--- src/rtl/game_pkg.sv ---
// Shared definitions for the frame draw scheduler: screen geometry, sprite
// colours and the scheduler state encoding.
package game_pkg;

    localparam int X_W   = 8;
    localparam int Y_W   = 7;
    localparam int COL_W = 3;
    localparam int CNT_W = 5;

    localparam logic [COL_W-1:0] BG_COL   = 3'b000;
    localparam logic [COL_W-1:0] BALL_COL = 3'b111;
    localparam logic [COL_W-1:0] PAD_COL  = 3'b010;

    typedef enum logic [2:0] {
        S_IDLE,
        S_ERASE_BALL,
        S_ERASE_PAD,
        S_UPDATE,
        S_LATCH,
        S_DRAW_BALL,
        S_DRAW_PAD
    } sched_state_t;

    function automatic logic is_walk_state(input sched_state_t s);
        return (s == S_ERASE_BALL) || (s == S_ERASE_PAD) ||
               (s == S_DRAW_BALL)  || (s == S_DRAW_PAD);
    endfunction

endpackage

--- src/rtl/frame_draw_sched_walker.sv ---
// Row-major pixel walker: steps (cx, cy) over a width x height rectangle,
// one pixel per cycle, restarting whenever start is sampled.
module shape_walker
    import game_pkg::*;
(
    input  logic             clk,
    input  logic             resetn,
    input  logic             start,
    input  logic [CNT_W-1:0] width,
    input  logic [CNT_W-1:0] height,
    output logic [CNT_W-1:0] cx,
    output logic [CNT_W-1:0] cy,
    output logic             active,
    output logic             last
);

    localparam logic [CNT_W-1:0] ONE = CNT_W'(1);

    logic [CNT_W-1:0] w_q;
    logic [CNT_W-1:0] h_q;
    logic             row_end;

    assign row_end = (cx == w_q - ONE);
    assign last    = active && row_end && (cy == h_q - ONE);

    // start wins over last so back-to-back walks have no gap cycle
    always_ff @(posedge clk or negedge resetn) begin
        if (!resetn) begin
            cx     <= '0;
            cy     <= '0;
            w_q    <= '0;
            h_q    <= '0;
            active <= 1'b0;
        end else if (start) begin
            cx     <= '0;
            cy     <= '0;
            w_q    <= width;
            h_q    <= height;
            active <= 1'b1;
        end else if (active) begin
            if (last) begin
                cx     <= '0;
                cy     <= '0;
                active <= 1'b0;
            end else if (row_end) begin
                cx <= '0;
                cy <= cy + ONE;
            end else begin
                cx <= cx + ONE;
            end
        end
    end

endmodule

--- src/rtl/frame_draw_sched.sv ---
// Per-frame scheduler sharing the VGA plot port between ball and paddle:
// erase old sprites, pulse the datapath, latch new positions, redraw.
module frame_draw_sched #(
    parameter int                 X_W      = game_pkg::X_W,
    parameter int                 Y_W      = game_pkg::Y_W,
    parameter int                 COL_W    = game_pkg::COL_W,
    parameter int                 BALL_SZ  = 4,
    parameter int                 PAD_W    = 2,
    parameter int                 PAD_H    = 16,
    parameter logic [COL_W-1:0]   BG_COL   = game_pkg::BG_COL,
    parameter logic [COL_W-1:0]   BALL_COL = game_pkg::BALL_COL,
    parameter logic [COL_W-1:0]   PAD_COL  = game_pkg::PAD_COL
) (
    input  logic             clk,
    input  logic             resetn,
    input  logic             frame_tick,
    input  logic             enable,
    input  logic [X_W-1:0]   ball_x,
    input  logic [Y_W-1:0]   ball_y,
    input  logic [X_W-1:0]   pad_x,
    input  logic [Y_W-1:0]   pad_y,
    output logic             update_pos,
    output logic [X_W-1:0]   x,
    output logic [Y_W-1:0]   y,
    output logic [COL_W-1:0] colour,
    output logic             plot,
    output logic             busy,
    output logic             overrun
);

    import game_pkg::*;

    sched_state_t     state;
    sched_state_t     next_state;

    logic             walk_start;
    logic             walk_active;
    logic             walk_last;
    logic [CNT_W-1:0] walk_w;
    logic [CNT_W-1:0] walk_h;
    logic [CNT_W-1:0] cx;
    logic [CNT_W-1:0] cy;

    logic [X_W-1:0]   snap_bx;
    logic [Y_W-1:0]   snap_by;
    logic [X_W-1:0]   snap_px;
    logic [Y_W-1:0]   snap_py;
    logic             snap_valid;

    logic [X_W-1:0]   org_x;
    logic [Y_W-1:0]   org_y;
    logic [COL_W-1:0] pix_col;
    logic             pix_on;

    shape_walker u_walker (
        .clk    (clk),
        .resetn (resetn),
        .start  (walk_start),
        .width  (walk_w),
        .height (walk_h),
        .cx     (cx),
        .cy     (cy),
        .active (walk_active),
        .last   (walk_last)
    );

    always_ff @(posedge clk or negedge resetn) begin
        if (!resetn) state <= S_IDLE;
        else         state <= next_state;
    end

    always_comb begin
        next_state = state;
        case (state)
            S_IDLE:       if (frame_tick && enable)
                              next_state = snap_valid ? S_ERASE_BALL : S_UPDATE;
            S_ERASE_BALL: if (walk_last) next_state = S_ERASE_PAD;
            S_ERASE_PAD:  if (walk_last) next_state = S_UPDATE;
            S_UPDATE:     next_state = S_LATCH;
            S_LATCH:      next_state = S_DRAW_BALL;
            S_DRAW_BALL:  if (walk_last) next_state = S_DRAW_PAD;
            S_DRAW_PAD:   if (walk_last) next_state = S_IDLE;
            default:      next_state = S_IDLE;
        endcase
    end

    // The walker is restarted on the same edge the FSM enters a walk state.
    always_comb begin
        walk_start = (next_state != state) && is_walk_state(next_state);
        walk_w     = CNT_W'(PAD_W);
        walk_h     = CNT_W'(PAD_H);
        if (next_state == S_ERASE_BALL || next_state == S_DRAW_BALL) begin
            walk_w = CNT_W'(BALL_SZ);
            walk_h = CNT_W'(BALL_SZ);
        end
    end

    always_comb begin
        org_x   = snap_px;
        org_y   = snap_py;
        pix_col = BG_COL;
        pix_on  = 1'b0;
        case (state)
            S_ERASE_BALL: begin
                org_x  = snap_bx;
                org_y  = snap_by;
                pix_on = walk_active;
            end
            S_ERASE_PAD:  pix_on = walk_active;
            S_DRAW_BALL: begin
                org_x   = snap_bx;
                org_y   = snap_by;
                pix_col = BALL_COL;
                pix_on  = walk_active;
            end
            S_DRAW_PAD: begin
                pix_col = PAD_COL;
                pix_on  = walk_active;
            end
            default: ;
        endcase
    end

    // update_pos is registered from next_state so it coincides with UPDATE,
    // letting LATCH see the datapath's registered result one cycle later.
    always_ff @(posedge clk or negedge resetn) begin
        if (!resetn) begin
            snap_bx    <= '0;
            snap_by    <= '0;
            snap_px    <= '0;
            snap_py    <= '0;
            snap_valid <= 1'b0;
            update_pos <= 1'b0;
            x          <= '0;
            y          <= '0;
            colour     <= '0;
            plot       <= 1'b0;
            busy       <= 1'b0;
            overrun    <= 1'b0;
        end else begin
            update_pos <= (next_state == S_UPDATE);
            busy       <= (state != S_IDLE);
            overrun    <= frame_tick && (state != S_IDLE);
            plot       <= pix_on;
            colour     <= pix_col;
            x          <= org_x + X_W'(cx);
            y          <= org_y + Y_W'(cy);
            if (state == S_LATCH) begin
                snap_bx    <= ball_x;
                snap_by    <= ball_y;
                snap_px    <= pad_x;
                snap_py    <= pad_y;
                snap_valid <= 1'b1;
            end
        end
    end

endmodule
--- config.mk ---
export PLATFORM = sky130hd
export DESIGN_NAME = frame_draw_sched
export DESIGN_NICKNAME = d
export VERILOG_FILES = /design/src/rtl/game_pkg.sv /design/src/rtl/frame_draw_sched_walker.sv /design/src/rtl/frame_draw_sched.sv
export SDC_FILE = /design/constraint.sdc
export NUM_CORES = 1
export LEC_CHECK = 0
export ABC_AREA = 1
export BUFFER_PORTS_ARGS = -buffer_cell sky130_fd_sc_hd__clkbuf_2
export CAP_MARGIN = 10
export CORE_UTILIZATION = 58
export CTS_CLUSTER_SIZE = 40
export DETAILED_ROUTE_END_ITERATION = 12
export GPL_ROUTABILITY_DRIVEN = 0
export PLACE_DENSITY = 0.84
export SETUP_SLACK_MARGIN = 0.02
export SLEW_MARGIN = 20
export SYNTH_ARGS = -nofsm -noshare
export SYNTH_HDL_FRONTEND = slang
export SYNTH_SLANG_ARGS = --single-unit
--- constraint.sdc ---
create_clock -name clk -period 4.8 [get_ports clk]
set_clock_uncertainty 0.05 [all_clocks]
set_input_delay 0.48 -clock clk [delete_from_list [all_inputs] [get_ports clk]]
set_output_delay 0.48 -clock clk [all_outputs]
set_load 0.005 [all_outputs]
Word level (Yosys, flattened, before mapping)
Index checks and enable logic that the tools add are counted.

word-level totals
  register bits after elaboration = 77
  latch bits = 0
  RAM bits = 0
  ROM bits = 0
  bits of input ports = 34
  memories kept = 0

cells by class
  add/sub/neg operators = 6
  multiply operators = 0
  divide/modulo/power cells = 0
  magnitude comparators = 0
  equal/unequal tests = 14
  shift operators = 0
  multiplexer cells = 24
  bitwise operators = 0
  reductions and logical operators = 16

operators by type and width
  kind                                                                 number
  5-bit 2-to-1 mux                                                     9
  3-bit one-hot mux with 7 select lines                                1
  3-bit 2-to-1 mux                                                     6
  3-bit == test (second input constant)                                5
  3-bit by 2-bit == test with 1-bit output (second input constant)     4
  5-bit by 1-bit adder with 5-bit output (second input constant)       2
  5-bit == test                                                        2
  5-bit by 1-bit subtractor with 5-bit output (second input constant)  2
  8-bit by 5-bit adder with 8-bit output                               1
  8-bit 2-to-1 mux                                                     1
  7-bit by 5-bit adder with 7-bit output                               1
  7-bit 2-to-1 mux                                                     1
  3-bit by 1-bit == test with 1-bit output (second input constant)     2
  3-bit one-hot mux with 2 select lines                                1
  3-bit nonzero test                                                   2
  1-bit logical AND                                                    5
  1-bit logical OR                                                     4
  1-bit 2-to-1 mux                                                     4
  4-bit OR reduction                                                   1
  3-bit zero test                                                      1
  3-bit != test                                                        1
  2-bit 2-to-1 mux                                                     1
  2-bit AND reduction                                                  1
  2-bit nonzero test                                                   1
  2-bit OR reduction                                                   1

Logic depth before layout (Yosys ltp)
Gate-level depths: netlist of run 1.

  depth after elaboration = 13
  mapped depth = 17

Hierarchy
Synthesis of run 1 repeated with hierarchy kept, for this count alone.

second synthesis, totals
  cells, all modules = 450
  area total of the unflattened synthesis = 4102.7 µm²

by module, submodules not included
  module            instances  cells each  area an instance (µm²)  sequential area each (µm²)
  frame_draw_sched  1          267         2807.7                  1376.3
  shape_walker      1          183         1295.0                  525.5

Least setup slack after synthesis of run 1
OpenSTA, ideal clock, no wires.

  path type = flip-flop to flip-flop
  from = register state[0]
  to = register x[7]
  library setup time = 0.079 ns
  arrival time = 2.384 ns
  path slack = 2.287 ns
  cell stages (with the launch flop) = 16
  buffers on the path = 1
  period minus slack after synthesis = 2.513 ns
  path through = dfrtp_1 -> inv_1 -> nor2_2 -> inv_1 -> clkbuf_1 -> nand2_1 -> nand2_1 -> ha_1 -> a21oi_1 -> inv_1 -> a31oi_1 -> nor2_1 -> o21ai_0 -> nand2_1 -> nand2_1 -> xor2_1

between the ends
  word-level cells in the longest chain between the ends = 4
  elaborated cells between the ends (all ways) = 5

RTL lines
  element                                                                           RTL line                 RTL
  from (decl)                                                                       frame_draw_sched.sv:33   sched_state_t state;
  from (signal assigned)                                                            frame_draw_sched.sv:69   else state <= next_state;
  3-bit == test / 3-bit by 1-bit == test with 1-bit output (equally long branches)  frame_draw_sched.sv:103  case (state)
  2-bit OR reduction (no source line) (*)                                           --
  8-bit 2-to-1 mux (*)                                                              frame_draw_sched.sv:103
  8-bit by 5-bit adder with 8-bit output (*)                                        frame_draw_sched.sv:146  x <= org_x + X_W'(cx);
  to (signal assigned)                                                              frame_draw_sched.sv:146
  to (decl)                                                                         frame_draw_sched.sv:23   output logic [X_W-1:0] x,

Mark *: on every way between the ends. The rest lies on a longest branch, timed or not.
A chain may end at the register's enable or synchronous reset.

Worst setup path in the final report of run 1
Ends and elaborated chain as after synthesis.

==> results of run 1 <==
-- cell families after synthesis --
| kind of cell | Yosys count | synth area share |
|---|---|---|
| AO/OA/AOI/OAI | 42 | 0.0767 |
| XOR/XNOR | 10 | 0.0257 |
| multiplexers | 34 | 0.111 |
| adder cells (fa/ha/maj) | 17 | 0.0668 |
| buffers and inverters | 39 | 0.0488 |
| AND/OR/NAND/NOR | 124 | 0.172 |
| flip-flops | 68 | 0.499 |
-- power by group through the flow --
stage	logic (mW)	registers, mW	clock network [mW]
final	0.0760	0.604	0.595
after global routing	0.0860	0.606	0.624
after CTS	0.0779	0.604	0.601
after detailed placement	0.0770	0.615	0
after global placement	0.0727	0.614	0
after floorplan	0.0342	0.615	0
-- stage by stage --
step	setup slack (ps)	hold WS, ps	cell area, sq um	utilization
2_1_floorplan	2290	134	3410	-
3_3_place_gp	1980	399	3740	0.672
3_5_place_dp	1880	407	3740	0.672
4_1_cts	1860	295	4000	0.718
5_1_grt	1560	307	4000	0.718
6_report	1840	266	4000	0.718
-- worst max-delay path, cell delays in order, from the launching register on --
cell,delay (ps)
dfrtp_1,400
inv_1,100
nor2_2,80
buf_4,280
inv_1,320
nand2_1,130
nand2_1,60
ha_1,330
a21oi_1,160
inv_1,50
a31oi_1,240
nor2_1,70
o21ai_0,230
nand2_1,140
nand2_1,90
xor2_1,150
-- final cells by class --
class                           count  area, sq um
Clock inverter                      5          106
Sequential cell                    68         1700
Inverter                           30          113
Timing Repair Buffer               58          298
Clock buffer                       11          151
Tap cell                           72         90.1
Fill cell                         437         1570
Multi-Input combinational cell    227         1540
-- synthesized netlist by cell type, types with 6 or more instances --
library cell,number
dfrtp_1,68
nand2_1,73
xor2_1,7
nand4_1,6
a21oi_1,14
ha_1,15
nand3_2,6
o21ai_0,13
nand3_1,10
mux2_2,30
inv_1,27
nor2_1,14
-- cell usage in the layout, fill, tap and decap left out, types with 3 or more instances in the layout --
master      n
a21boi_2    4
a21oi_1    14
a21oi_2     4
buf_4       3
bufinv_16   3
clkbuf_2   54
clkbuf_8   11
dfrtp_1    68
ha_1       15
inv_1      27
inv_2       3
mux2_2     30
mux2i_1     4
nand2_1    73
nand3_1    10
nand3_2     6
nand4_1     6
nor2_1     14
nor2_2      3
nor2_4      3
o21ai_0    13
xnor2_1     3
xor2_1      7
-- final timing paths --
check                           slack (ps)         end  cells after the start
worst max-delay path                  1840        x[7]                     15
worst min-delay path                   270  snap_bx[2]                      2
worst max register to register        1840        x[7]                     15
worst min register to register         420  snap_valid                      2
max in group asynchronous             3930  snap_by[1]                      2
min in group clk                       310  snap_bx[6]                      2
-- registers in the layout (all words and copies together), names as in the netlist --
| name | count |
|---|---|
| colour | 2 |
| u_walker.h_q | 1 |
| plot | 1 |
| u_walker.cy | 5 |
| busy | 1 |
| snap_py | 7 |
| state | 3 |
| u_walker.w_q | 1 |
| u_walker.cx | 5 |
| y | 7 |
| u_walker.active | 1 |
| snap_px | 8 |
| x | 8 |
| snap_bx | 8 |
| snap_valid | 1 |
| overrun | 1 |
| update_pos | 1 |
| snap_by | 7 |
-- layer usage --
layer	wire, um	GRT usage	up-vias
li1	-	-	1223
met1	2770	0.275	1209
met2	3470	0.415	92
met3	320	0.0465	16
met4	152	0.133	0
met5	0	0	-
==> results.yml, run 1 <==
worst_setup_path:
  critPathLaunch: "state[0]"
  required_ps: 5030
  crit_type: "register to register"
  worstPathMaxFanout: 19
  timing.rr.start: "state[0]"
  cp-start-kind: "register"
  cp-end-kind: "register"
  cp.arrival_ps: 3190
power:
  p_int_mw: 1.01
  clockPowerShare: 0.466
  total_power_mw: 1.28
  powerDensity_mw_per_mm2: 319
  switching_power_uw: 267
  leakagePower_nw: 2.01
  peakVddDrop_uv: 240
  pwr-share-seq: 0.474
  power_frac_comb: 0.060
  sw_frac_of_total: 0.210
synth:
  synthCells: 334
  netlist.area_leader.share: 0.499
  ys.flop_type: "dfrtp_1"
  synthesis.nets: 385
  synthArstFlopShare: 1.00
  synth.area.top_cells: "dfrtp_1, mux2_2, nand2_1, ha_1, inv_1"
  synth-seq-cells: 68
  yosys_warnings: 0
  synth_edf_count: 0
  yosysUniqueCellTypes: 35
  synth-seq-area-share: 0.499
  postSynthAreaPerCell_sq_um: 10.2
  synth.largest_area_cell: "dfrtp_1"
  syn_area_sq_mm: 0.00341
worst_hold_path:
  min_path_type: "input port to asynchronous set/reset pin"
floorplanning:
  num_io_pins: 56
  die_h_um: 78.7
  dieArea_sq_mm: 0.00619
  start_util: 0.612
  die_w_um: 78.7
  coreArea_sq_mm: 0.00557
  rows: 27
routing:
  vias_per_cell: 5.39
  drtIter0Drc: 158
  drc: 0
  finalWirelength_um: 6720
  vias: 2540
  ant_nets: 0
  wl_per_cell_um: 14.3
  drtPass1Iterations: 4
timing:
  relSlewSlack: 0.463
  finalCriticalPeriod_ps: 2960
  slew_violations: 0
  max_slew.worst_pin.slew_ps: 805
  period_share: 0.616
  fin_setup_tns_ps: 0
  rsz0062_at_grt: "false"
  fmax_mhz: 338
  setup_viol: 0
  hold_viol: 0
clocking:
  tritoncts: "done"
  cts-root-buf: "clkbuf_8"
  post-cts-setup-buffers: 0
  cts_num_sinks: 68
  clk_pin_slew_ps: 80
  numCtsBuffers: 9
  htreeDepth: 3
  clockBufferDepth: 2
  postCtsHoldBufs: 0
  cts.repair.resized: 0
  clock_latency_ps: 350
place:
  port_buffers: 55
  dpl.hpwl_um: 4680
  placedCellCount: 455
grt:
  grt_pass1_wl_um: 11200
  grt_antenna_before_repair: 0
  grt_max_degree: 69
  grt_pass1_vias: 2641
  grt_use_total: 0.239
  grt_overflow: 0
flow_run:
  cap_violations: 0
final_layout:
  nets: 445
  area_delta_synth_final_pct: 17.4
  n_antenna_cell: 0
  drive_above_1_share: 0.331
  stdcell_count: 471
outcome:
  outcome: "finished clean"
Power figures use the tool's default switching activity.
==> run 2, diff against run 1 <==
--- a/config.mk
+++ b/config.mk
@@ -8,11 +8,11 @@
 export ABC_AREA = 1
 export BUFFER_PORTS_ARGS = -buffer_cell sky130_fd_sc_hd__clkbuf_2
 export CAP_MARGIN = 10
-export CORE_UTILIZATION = 58
+export CORE_UTILIZATION = 51
 export CTS_CLUSTER_SIZE = 40
 export DETAILED_ROUTE_END_ITERATION = 12
 export GPL_ROUTABILITY_DRIVEN = 0
-export PLACE_DENSITY = 0.84
+export PLACE_DENSITY = 0.78
 export SETUP_SLACK_MARGIN = 0.02
 export SLEW_MARGIN = 20
 export SYNTH_ARGS = -nofsm -noshare
==> constraint.sdc (replaced) <==
create_clock -name clk -period 2.5 [get_ports clk]
set_clock_uncertainty 0.05 [all_clocks]
set_input_delay 0.25 -clock clk [delete_from_list [all_inputs] [get_ports clk]]
set_output_delay 0.25 -clock clk [all_outputs]
set_load 0.005 [all_outputs]
==> run 2 against run 1 <==
- critical path depth is the same
- flip-flop and latch count is the same
- worst setup slack lost 1700 ps
- non-clock buffer count grew 12
- routed wire length grew 1.8%
- design area grew 3.2%
- via count is essentially flat
- clock power grew 49%
- total power grew 72%
- largest cell class unchanged
- combinational power grew 99%
- fmax grew 27%
==> results.yml, run 2 (synthesis results as in run 1) <==
outcome:
  outcome: "finished clean"
final_layout:
  n_antenna_cell: 0
  nets: 457
  stdcell_count: 488
  drive_above_1_share: 0.370
  final_cell_mix: "nand2_1, dfrtp_1, clkbuf_2"
  area_delta_synth_final_pct: 21.1
  final_common_cell: "nand2_1"
  nFillCells: 499
  top_regs: "snap_bx (8), snap_px (8), x (8)"
timing:
  slew_violations: 0
  period_share: 0.933
  worst_hold_slack_ps: 71.0
  setup_viol: 0
  hold_viol: 0
  fin_setup_tns_ps: 0
  fmax_mhz: 429
  relSlewSlack: 0.720
  max_slew.worst_pin.slew_ps: 420
  rsz0062_at_grt: "false"
  finalCriticalPeriod_ps: 2330
worst_hold_path:
  min_path_type: "input port to register"
  min_from: "ball_x[5]"
worst_setup_path:
  crit_path_end: "u_walker.h_q[2]"
  ff2ff_setup_slack_ps: 170
  cp.arrival_ps: 2570
  timing.rr.start: "u_walker.h_q[2]"
  cp-start-kind: "register"
  rr_worst_depth: 15
  cp-end-kind: "register"
  worstPathMaxFanout: 7
  critPathLaunch: "u_walker.h_q[2]"
  crit_type: "register to register"
  r2r-end: "u_walker.h_q[2]"
  required_ps: 2740
routing:
  finalWirelength_um: 6840
  drtIter0Drc: 133
  vias: 2539
  ant_nets: 0
  drtPass1Iterations: 5
  drc: 0
  wl_per_cell_um: 14.0
  vias_per_cell: 5.20
clocking:
  tritoncts: "done"
  numCtsBuffers: 9
  clk_pin_slew_ps: 80
  cts_num_sinks: 68
  cts-root-buf: "clkbuf_8"
  clockBufferDepth: 2
  htreeDepth: 3
  clock_latency_ps: 350
place:
  placedCellCount: 466
  port_buffers: 55
  dpl.hpwl_um: 4780
floorplanning:
  coreArea_sq_mm: 0.00639
  die_w_um: 83.8
  die_h_um: 83.8
  dieArea_sq_mm: 0.00702
  rows: 29
  start_util: 0.534
  num_io_pins: 56
grt:
  grt_pass1_wl_um: 11500
  grt_pass1_vias: 2573
  grt_overflow: 0
  grt_max_degree: 69
  grt_use_total: 0.212
  grt_antenna_before_repair: 0
power:
  clockPowerShare: 0.403
  peakVddDrop_uv: 536
  pwr-share-seq: 0.528
  p_int_mw: 1.68
  powerDensity_mw_per_mm2: 532
  total_power_mw: 2.20
  leakagePower_nw: 2.05
  sw_frac_of_total: 0.235
  power_frac_comb: 0.069
  switching_power_uw: 517
flow_run:
  cap_violations: 0
==> run 2: cell count changes in the layout (fill, tap and decap cells not counted), moves of 2 or more <==
cell and delta:
a31oi_1 -2, a31oi_2 +2, clkbuf_8 -2, buf_6 +2, clkinv_4 +2, inv_1 -3
clkinv_2 +2, ha_1 -2, ha_4 +2, buf_12 +2, buf_4 +7, bufinv_16 -2
inv_2 +3
==> run 2: worst max-delay path, stage by stage, from the launching register on <==
cell,delay [ps]
dfrtp_1,400
inv_1,120
ha_4,220
inv_1,70
nand2_1,50
nand2_1,100
nand2_1,70
nor2_2,110
nand3_2,140
buf_4,180
a21oi_1,140
nand3_1,110
nand3_2,170
buf_6,170
nand3_2,80
nand2_1,80
==> run 2: final cells by class <==
cell class                 count  area (sq um)  area share
inverter                      30           113      0.0273
sequential                    68          1700       0.412
timing repair buffer          70           423       0.102
clock buffer                  10           128      0.0309
clock inverter                 6          65.1      0.0158
multi-input combinational    227          1600       0.388
tap                           77          96.3      0.0233
==> run 2: timing repair <==
item                                   in CTS  in global routing
hold buffers                                1                  0
endpoints found under the hold margin      68                  0
buffers inserted                            0                  5
setup endpoints to repair                   0                 17
gates resized for setup                     0                 14
==> run 2: power groups by stage <==
| stage | registers, mW | clock network (mW) | logic (mW) |
|---|---|---|---|
| after floorplan | 1.18 | 0 | 0.0657 |
| after global placement | 1.18 | 0 | 0.143 |
| after detailed placement | 1.18 | 0 | 0.150 |
| after CTS | 1.16 | 0.903 | 0.153 |
| after global routing | 1.16 | 0.949 | 0.173 |
| final | 1.16 | 0.886 | 0.151 |
==> run 2: stage by stage <==
step	instance area [sq um]	setup slack, ps	utilization
global route	4130	15.6	0.647
detailed placement	3820	51.2	0.599
CTS	4030	36.8	0.631
finish	4130	169	0.647
floorplan	3410	111	-
global placement	3820	125	0.599
==> run 2: routing by layer <==
metal  global-route usage  vias up  part of all wire
li1                     -     1255                 -
met1                0.247     1194              0.41
met2                0.368       74              0.52
met3               0.0682       16             0.050
met4               0.0724        0             0.022
met5                    0        -                 0
==> run 2: worst min-delay path by stage <==
stage,end,cells past startpoint
after floorplan,busy,0
after global placement,busy,2
after detailed placement,busy,2
after CTS,snap_bx[5],2
after global routing,snap_bx[3],2
final,snap_bx[5],2
==> run 3, diff against run 2 <==
--- a/config.mk
+++ b/config.mk
@@ -8,11 +8,13 @@
 export ABC_AREA = 1
 export BUFFER_PORTS_ARGS = -buffer_cell sky130_fd_sc_hd__clkbuf_2
 export CAP_MARGIN = 10
-export CORE_UTILIZATION = 51
+export CORE_MARGIN = 3
+export CORE_UTILIZATION = 53
+export CTS_BUF_LIST = sky130_fd_sc_hd__clkbuf_8
 export CTS_CLUSTER_SIZE = 40
 export DETAILED_ROUTE_END_ITERATION = 12
 export GPL_ROUTABILITY_DRIVEN = 0
-export PLACE_DENSITY = 0.78
+export PLACE_DENSITY = 0.81
 export SETUP_SLACK_MARGIN = 0.02
 export SLEW_MARGIN = 20
 export SYNTH_ARGS = -nofsm -noshare
==> run 3 against run 2 <==
- fmax down 0.83%
- combinational power is essentially flat
- sequential share of layout area increased by 0.11 points
- first-iteration DRC count fell by 21%
- via count increased by 2.0%
- routed wire length is 4.5% higher
- count of clock-buffer cells in the layout unchanged
- non-clock buffer count grew 3
- global-route usage is 0.24 points lower
- register-to-register slack got worse by 20 ps
- design area is 0.27% lower
- critical endpoint unchanged
- largest power group unchanged
- highest routed layer unchanged
==> results.yml, run 3 (synthesis results as in run 1) <==
clocking:
  cts-root-buf: "clkbuf_8"
  htreeDepth: 3
  clockBufferDepth: 2
  numCtsBuffers: 9
  tritoncts: "done"
  cts_num_sinks: 68
  clk_pin_slew_ps: 70
  clock_latency_ps: 350
routing:
  wl_per_cell_um: 14.6
  drtIter0Drc: 105
  finalWirelength_um: 7150
  ant_nets: 0
  vias_per_cell: 5.31
  vias: 2591
  drtPass1Iterations: 4
  drc: 0
power:
  clockPowerShare: 0.396
  powerDensity_mw_per_mm2: 529
  switching_power_uw: 487
  sw_frac_of_total: 0.224
  p_int_mw: 1.69
  power_frac_comb: 0.071
  peakVddDrop_uv: 429
  pwr-share-seq: 0.534
  leakagePower_nw: 2.07
timing:
  fin_setup_tns_ps: 0
  finalCriticalPeriod_ps: 2350
  max_slew.worst_pin.slew_ps: 681
  setup_viol: 0
  hold_viol: 0
  rsz0062_at_grt: "false"
  fmax_mhz: 425
  relSlewSlack: 0.546
  slew_violations: 0
  period_share: 0.940
floorplanning:
  coreArea_sq_mm: 0.00606
  start_util: 0.563
  die_h_um: 86.2
  rows: 28
  num_io_pins: 56
  die_w_um: 86.2
  dieArea_sq_mm: 0.00743
final_layout:
  n_antenna_cell: 0
  post-route-util: 0.679
  area_delta_synth_final_pct: 20.8
  nFillCells: 454
  final_common_cell: "nand2_1"
  top_regs: "snap_bx (8), snap_px (8), x (8)"
  stdcell_count: 488
  nets: 460
  drive_above_1_share: 0.383
  final_cell_mix: "nand2_1, dfrtp_1, clkbuf_2"
worst_setup_path:
  cp_cell_sequence: "inv_2, ha_4, inv_1, nand2_1, nand2_2, nand2_1, nor2_2, nand3_2, nand2_2, nand3_2, ha_1, inv_2, buf_6, nand3_2, nand2_1"
  worstPathMaxFanout: 5
  critPathLaunch: "u_walker.h_q[2]"
  rr_worst_depth: 15
  ff2ff_setup_slack_ps: 150
  cp.arrival_ps: 2580
  r2r-end: "u_walker.h_q[2]"
  cp-start-kind: "register"
  timing.rr.start: "u_walker.h_q[2]"
  crit_type: "register to register"
  required_ps: 2730
  critPathSlowestCell: "dfrtp_1"
  slowest_delay_ps: 410
  cp-end-kind: "register"
outcome:
  outcome: "finished clean"
worst_hold_path:
  min_path_cells: 2
  min_to: "snap_by[1]"
  min_path_type: "input port to register"
  min_from: "ball_y[1]"
place:
  placedCellCount: 467
  dpl.hpwl_um: 5060
  port_buffers: 55
grt:
  grt_use_total: 0.209
  grt_antenna_before_repair: 0
  grt_pass1_wl_um: 11900
  grt_pass1_vias: 2681
  grt_overflow: 0
  grt_max_degree: 40
flow_run:
  cap_violations: 0
==> run 3: cell count changes in the layout (fill, tap and decap cells not counted), moves of 2 or more <==
cell / previous run / this run
clkinv_4: 2 / 0
nand2_1: 72 / 69
buf_4: 10 / 14
inv_2: 6 / 9
nand2_2: 3 / 6
==> run 3: per-stage QoR <==
stage          setup slack, ps  instance area [sq um]  hold slack (ps)  power, mW
2_1_floorplan              111                   3410            -95.6       1.25
3_3_place_gp               101                   3830              267       1.33
3_5_place_dp              18.7                   3830              283       1.33
4_1_cts                   50.9                   4050             59.5       2.21
5_1_grt                   8.39                   4120             66.3       2.27
6_report                   149                   4120             80.2       2.18
==> run 3: critical path, delay by kind of cell, from the launching register on <==
| family | cells | cell delay (ps) |
|---|---|---|
| buffers and inverters | 4 | 380 |
| and+or+nand+nor | 9 | 930 |
| DFF | 1 | 410 |
| adders and majority gates | 2 | 530 |
==> run 3: cell type report <==
cell class	count	area, sq um	area share
multi-input combinational	227	1590	0.387
clock inverter	5	46.3	0.0112
inverter	30	113	0.0273
tap	75	93.8	0.0228
clock buffer	10	138	0.0334
timing repair buffer	73	433	0.105
sequential	68	1700	0.413
==> run 3: worst max-delay path by stage <==
stage | end | slack [ps] | depth (start not counted)
after floorplan | x[7] | 110 | 15
after global placement | u_walker.cy[4] | 100 | 16
after detailed placement | u_walker.cy[3] | 20 | 16
after CTS | y[5] | 50 | 15
after global routing | x[7] | 8 | 13
final | u_walker.h_q[2] | 150 | 15
==> run 3: power by group through the flow <==
stage	clock, mW	sequential [mW]	combinational, mW
3_3_place_gp	0	1.18	0.145
6_report	0.861	1.16	0.154
4_1_cts	0.887	1.16	0.156
2_1_floorplan	0	1.18	0.0657
5_1_grt	0.930	1.17	0.175
3_5_place_dp	0	1.18	0.152
==> run 3: routing by layer <==
metal / GRT usage / share of wire / vias to the layer above
li1: - / - / 1256
met2: 0.353 / 0.51 / 74
met3: 0.0646 / 0.065 / 9
met1: 0.254 / 0.42 / 1252
met5: 0 / 0 / -
met4: 0.0765 / 0.011 / 0
==> run 3: timing repair <==
item,in CTS,in global routing
hold endpoints to repair,29,0
buffers inserted,2,3
hold buffers,1,0
endpoints found under the setup margin,4,17
gates resized for setup,1,18
pin swaps,0,2
